<file path="src/rtl/mult8x8_pkg.sv">
// rtl/mult8x8_pkg.sv - shared widths, state encodings and shift codes for mult8x8_seq
package mult8x8_pkg;

    localparam int OP_W   = 8;
    localparam int NIB_W  = 4;
    localparam int PROD_W = 16;

    typedef enum logic [2:0] {
        ST_IDLE = 3'd0,
        ST_LL   = 3'd1,
        ST_HL   = 3'd2,
        ST_LH   = 3'd3,
        ST_HH   = 3'd4,
        ST_DONE = 3'd5
    } state_t;

    localparam logic [1:0] SHIFT_0 = 2'd0;
    localparam logic [1:0] SHIFT_4 = 2'd1;
    localparam logic [1:0] SHIFT_8 = 2'd2;

    // Active-low segments, bit order g..a; blank for anything above 5.
    function automatic logic [6:0] seg7_of(input logic [2:0] val);
        case (val)
            3'd0:    seg7_of = 7'h40;
            3'd1:    seg7_of = 7'h79;
            3'd2:    seg7_of = 7'h24;
            3'd3:    seg7_of = 7'h30;
            3'd4:    seg7_of = 7'h19;
            3'd5:    seg7_of = 7'h12;
            default: seg7_of = 7'h7F;
        endcase
    endfunction

endpackage

</file>
<file path="src/rtl/mult4x4.sv">
// rtl/mult4x4.sv - combinational 4x4 -> 8 unsigned multiplier
import mult8x8_pkg::*;

module mult4x4 (
    input  logic [NIB_W-1:0]   a,
    input  logic [NIB_W-1:0]   b,
    output logic [2*NIB_W-1:0] p
);

    assign p = {{NIB_W{1'b0}}, a} * {{NIB_W{1'b0}}, b};

endmodule

</file>
<file path="src/rtl/mult8x8_seq.sv">
// rtl/mult8x8_seq.sv - sequential 8x8 multiplier, four nibble steps; MULT_SEG7_EN adds seg output
import mult8x8_pkg::*;

module mult8x8_seq (
    input  logic              clk,
    input  logic              reset_a,
    input  logic              start,
    input  logic [OP_W-1:0]   dataa,
    input  logic [OP_W-1:0]   datab,
    output logic [PROD_W-1:0] product,
    output logic              done,
    output logic              busy,
    output logic [1:0]        shift_cntrl,
    output logic [2:0]        state_out
`ifdef MULT_SEG7_EN
    ,
    output logic [6:0]        seg
`endif
);

    state_t              state, state_nxt;
    logic [OP_W-1:0]     a_q, b_q;
    logic [PROD_W-1:0]   acc_q;
    logic [NIB_W-1:0]    nib_a, nib_b;
    logic [2*NIB_W-1:0]  pp;
    logic [PROD_W-1:0]   pp_ext, pp_placed;
    logic                accept;

    assign accept = start && (state == ST_IDLE || state == ST_DONE);

    always_comb begin
        state_nxt   = ST_IDLE;
        busy        = 1'b0;
        done        = 1'b0;
        shift_cntrl = SHIFT_0;
        nib_a       = a_q[NIB_W-1:0];
        nib_b       = b_q[NIB_W-1:0];
        case (state)
            ST_IDLE: state_nxt = start ? ST_LL : ST_IDLE;
            ST_LL: begin
                busy      = 1'b1;
                state_nxt = ST_HL;
            end
            ST_HL: begin
                busy        = 1'b1;
                shift_cntrl = SHIFT_4;
                nib_a       = a_q[OP_W-1:NIB_W];
                state_nxt   = ST_LH;
            end
            ST_LH: begin
                busy        = 1'b1;
                shift_cntrl = SHIFT_4;
                nib_b       = b_q[OP_W-1:NIB_W];
                state_nxt   = ST_HH;
            end
            ST_HH: begin
                busy        = 1'b1;
                shift_cntrl = SHIFT_8;
                nib_a       = a_q[OP_W-1:NIB_W];
                nib_b       = b_q[OP_W-1:NIB_W];
                state_nxt   = ST_DONE;
            end
            ST_DONE: begin
                done      = 1'b1;
                state_nxt = start ? ST_LL : ST_IDLE;
            end
            default: state_nxt = ST_IDLE;
        endcase
    end

    mult4x4 u_mult4x4 (
        .a (nib_a),
        .b (nib_b),
        .p (pp)
    );

    assign pp_ext = {{(PROD_W-2*NIB_W){1'b0}}, pp};

    // Code 3 is never issued but places at offset 0 for safety.
    always_comb begin
        pp_placed = pp_ext;
        case (shift_cntrl)
            SHIFT_4: pp_placed = pp_ext << 4;
            SHIFT_8: pp_placed = pp_ext << 8;
            default: pp_placed = pp_ext;
        endcase
    end

    always_ff @(posedge clk or posedge reset_a) begin
        if (reset_a) begin
            state <= ST_IDLE;
            a_q   <= '0;
            b_q   <= '0;
            acc_q <= '0;
        end else begin
            state <= state_nxt;
            if (accept) begin
                a_q   <= dataa;
                b_q   <= datab;
                acc_q <= '0;
            end else if (busy) begin
                acc_q <= acc_q + pp_placed;
            end
        end
    end

    assign product   = acc_q;
    assign state_out = state;

`ifdef MULT_SEG7_EN
    always_ff @(posedge clk or posedge reset_a) begin
        if (reset_a) begin
            seg <= 7'h40;
        end else begin
            seg <= seg7_of(state_out);
        end
    end
`endif

endmodule

</file>
<file path="config.mk">
export PLATFORM = sky130hd
export DESIGN_NAME = mult8x8_seq
export DESIGN_NICKNAME = d
export VERILOG_FILES = /design/src/rtl/mult8x8_pkg.sv /design/src/rtl/mult4x4.sv /design/src/rtl/mult8x8_seq.sv
export SDC_FILE = /design/constraint.sdc
export NUM_CORES = 1
export LEC_CHECK = 0
export ABC_AREA = 1
export ABC_CLOCK_PERIOD_IN_PS = 4400
export CAP_MARGIN = 5
export CORE_ASPECT_RATIO = 0.9
export CORE_UTILIZATION = 25
export DETAILED_ROUTE_END_ITERATION = 12
export SLEW_MARGIN = 0
export SYNTH_ARGS = -nofsm -noshare
export SYNTH_HDL_FRONTEND = slang
export SYNTH_SLANG_ARGS = --single-unit
</file>
<file path="constraint.sdc">
create_clock -name clk -period 4.4 [get_ports clk]
set_input_delay 0.66 -clock clk [delete_from_list [all_inputs] [get_ports clk]]
set_output_delay 0.66 -clock clk [all_outputs]
set_load 0.05 [all_outputs]
</file>
==> results summary <==
Max-cap violations in this run came to 0. For this design, the slowest cell found on the critical path is sky130_fd_sc_hd__fa_1. The arrival time at the worst endpoint is 4.69 ns. STA classifies the critical path startpoint as a register. The required arrival time at the worst endpoint is 4.61 ns.

The via count of the first global-routing pass was 2,698. The total setup violations reported at the end of the flow came out at 5. The count of filler cells inserted in the layout came out at 1,139.

Global routing consumed, over all layers together, 13.1% of the routing resources. The delay of the slowest cell on the worst path came out at 0.56 ns. The number of endpoints with negative hold slack in the final report was 0. The total CTS buffers came out at 5. The core footprint is 11,000 um2. The floorplan step set the die height to 104 um. The number of cells on the worst reg-to-reg path is 29.

The maximum fanout count along the critical path is 7. The per-cell via count in the routed design is 4.45. After synthesis, the cell types taking the most area are sky130_fd_sc_hd__dfrtp_1, sky130_fd_sc_hd__nand2_1, sky130_fd_sc_hd__ha_1. For the pin with the worst max-slew slack, the measured transition is 0.516 ns. The clock tree synthesis step divided the H-tree into 2 levels. Among cell families on the critical path, the largest total delay comes from adder cells.

The sequential area share after synthesis came out at 30.5%. The clock transition at the registers of the reported paths came out at 0.06 ns. The growth of design area from synthesis to finish is 43.6%. The number of sinks driven by the clock tree came out at 35.

The final critical delay including setup and external delays came out at 4.48 ns. The number of buffers and inverters on the critical path came out at 4. The synthesized area per cell is 7.34 um2.

The library cell used most frequently in the layout, excluding fill and tap cells, is sky130_fd_sc_hd__nand2_1. The critical path crosses 29 cells after its start point. The worst setup path is captured at a register. The post-synthesis cell type count came out at 34.

The initial antenna violation count is 0. The largest net degree at the start of global routing is 36. The number of placed I/O pins came out at 42. The final core area utilization is 37.5%. Of all cell types, the one taking the most synthesized area is sky130_fd_sc_hd__dfrtp_1. The deepest clock path buffer count is 2. The global-route congestion overflow total is 0. Clock tree synthesis selected as its root buffer the cell sky130_fd_sc_hd__clkbuf_16. The area share of the leading cell type in the synthesized netlist is 30.5%.

The final worst clock skew is 0.00597 ns. The HPWL after detailed placement is 5540 um. The quantity of hold-fixing buffers added after cts is 0. The path class of the tightest hold or removal check is reg -> reg. The initial utilization of the core area, before any placement, comes to 26.1%. The residual antenna-violating net count after detailed routing came out at 0. The final net count came out at 530.

TritonCTS built the clock tree. In this run, synthesis produced a sequential element count of 35. Once placement finished, the instance area stood at 3630 um2. The number of buffers inserted by port buffering came out at 41. The checks that failed: negative setup slack. Setup repair after global routing could not meet its margin everywhere. The detailed router finished its first iteration with 98 violations. The first detailed-routing pass ran for 5 iterations.

The first global-routing pass estimated 12,300 um of wire. The insertion delay to the later sink of the worst-skew pair came out at 0.29 ns. The number of pins exceeding their max-slew limit in the final report is 0. Routability-driven placement finished with a final weighted congestion of 0.905.

The detailed-route DRC error count is 0. The synthesized area came out at 2870 um2. The antenna cell count came out at 0. The die area is 11,900 um2.

In this run the tightest slew margin relative to its limit is 65.5%. The total number of placement rows came out at 36. After layout, the worst setup slack is -0.0814 ns. The horizontal die dimension came out at 115 um. Counting every instance in the synthesized netlist gives 391. After the flow finishes, the layout carries non-filler instances totaling 629. The final hold slack came out at 0.478 ns.

The number of warnings printed during yosys synthesis is 0. The final critical path takes up 102% of the cycle. The cell total after placement is 604. The worst hold path was traced through 2 stages. The ratio of cells with drive above 1 in the final layout is 26.4%. The final design instance area without fill is 4120 um2. The flow ran to the end, but the final reports show violations.

The highest clock frequency the design can meet is 0.223 GHz. In this design, the critical path's most frequently occurring cell is sky130_fd_sc_hd__nand2_1. The net count of the mapped netlist came out at 445.

The via count came out at 2,801. The critical setup path kind is reg -> reg. Leaving out fill and tap cells, the most frequent cells in the layout are sky130_fd_sc_hd__nand2_1, sky130_fd_sc_hd__clkdlybuf4s50_1, sky130_fd_sc_hd__buf_4. The average wire length per cell after detail routing is 12.0 um. The sum of routed wire length over all layers came out at 7560 um.
## final cells by class
cell class / count / area [um2] / share of cell area (%)
clock buffer: 5 / 125 / 3.03
clock inverter: 3 / 43.8 / 1.06
inverter: 48 / 188 / 4.55
multi-input combinational: 304 / 1970 / 47.8
sequential: 35 / 880 / 21.3
tap: 152 / 190 / 4.61
timing repair buffer: 82 / 726 / 17.6
## synth_stat cells
cell type                  instances
sky130_fd_sc_hd__nand2_1         120
sky130_fd_sc_hd__nor2_1           41
sky130_fd_sc_hd__inv_1            38
sky130_fd_sc_hd__dfrtp_1          35
sky130_fd_sc_hd__ha_1             30
sky130_fd_sc_hd__o21ai_0          20
sky130_fd_sc_hd__a21oi_1          16
sky130_fd_sc_hd__nand3_1          16
sky130_fd_sc_hd__o21ai_1          10
sky130_fd_sc_hd__inv_2             8
sky130_fd_sc_hd__o21ai_2           6
sky130_fd_sc_hd__o22ai_1           6
sky130_fd_sc_hd__fa_1              5
sky130_fd_sc_hd__xnor2_1           4
sky130_fd_sc_hd__a21o_1            3
sky130_fd_sc_hd__nand2_4           3
sky130_fd_sc_hd__nand4_1           3
sky130_fd_sc_hd__nor2_2            3
sky130_fd_sc_hd__xor2_1            3
sky130_fd_sc_hd__a22o_1            2
sky130_fd_sc_hd__buf_4             2
sky130_fd_sc_hd__buf_6             2
sky130_fd_sc_hd__inv_4             2
sky130_fd_sc_hd__nor2_4            2
sky130_fd_sc_hd__or2_2             2
sky130_fd_sc_hd__a211oi_1          1
sky130_fd_sc_hd__a21oi_4           1
sky130_fd_sc_hd__a31oi_1           1
sky130_fd_sc_hd__a32o_1            1
sky130_fd_sc_hd__and2_1            1
sky130_fd_sc_hd__nand2_2           1
sky130_fd_sc_hd__nor2_8            1
sky130_fd_sc_hd__nor3_1            1
sky130_fd_sc_hd__o21a_1            1
## final timing paths
check,start,end,slack (ns)
min in group asynchronous,reset_a,product[1],0.77
worst max-delay path,state_out[1],product[14],-0.08
worst min-delay path,b_q[6],b_q[6],0.48
worst max register to register,state_out[1],product[14],-0.08
worst min register to register,b_q[6],b_q[6],0.48
max in group asynchronous,reset_a,state_out[2],3.29
## sequential cells by signal (all words and copies together), names as in the netlist
register   cells
state_out      3
product       16
b_q            8
a_q            8
## metrics by stage
| stage | setup TNS [ns] | setup WS, ns |
|---|---|---|
| 6_report | -0.194 | -0.0814 |
| 5_1_grt | -2.23 | -0.302 |
| 4_1_cts | -0.00159 | -0.00159 |
| 3_5_place_dp | -0.467 | -0.0988 |
| 3_3_place_gp | -0.0334 | -0.0334 |
| 2_1_floorplan | -0.0925 | -0.0805 |
## metal layers
metal	global-route usage, %	vias up	routed length [um]
li1	-	1441	-
met1	16.6	1285	3530
met2	21.2	65	3570
met3	3.63	10	334
met4	4.55	0	127
met5	0	-	0
## worst reg2reg max path, delay by kind of cell, from the launching register on
family	cells	cell delay [ns]
adder cells (fa/ha/maj)	4	1.64
AND/OR/NAND/NOR	15	1.20
AO/OA/AOI/OAI	6	0.79
flip-flops	1	0.42
buffers and inverters	4	0.35
## kinds of logic (layout without fill, tap and decap cells)
group | after synthesis | after routing | share of synthesized area [%]
AND/OR/NAND/NOR | 194 | 194 | 28.8
AO/OA/AOI/OAI | 68 | 68 | 14.2
buffers and inverters | 52 | 138 | 7.76
adder cells (fa/ha/maj) | 35 | 35 | 16.6
flip-flops | 35 | 35 | 30.5
XOR/XNOR | 7 | 7 | 2.14
## repair_timing
item / 4_1_cts / 5_1_grt
setup endpoints to repair: 8 / 10
pin swaps: 9 / 25
endpoints found under the hold margin: 0 / 0
buffers inserted: 8 / 9
resized for setup: 10 / 46
Power is left out: the tool's default activity adds up to more than one toggle a clock period on the data nets, which glitch-free logic cannot reach.
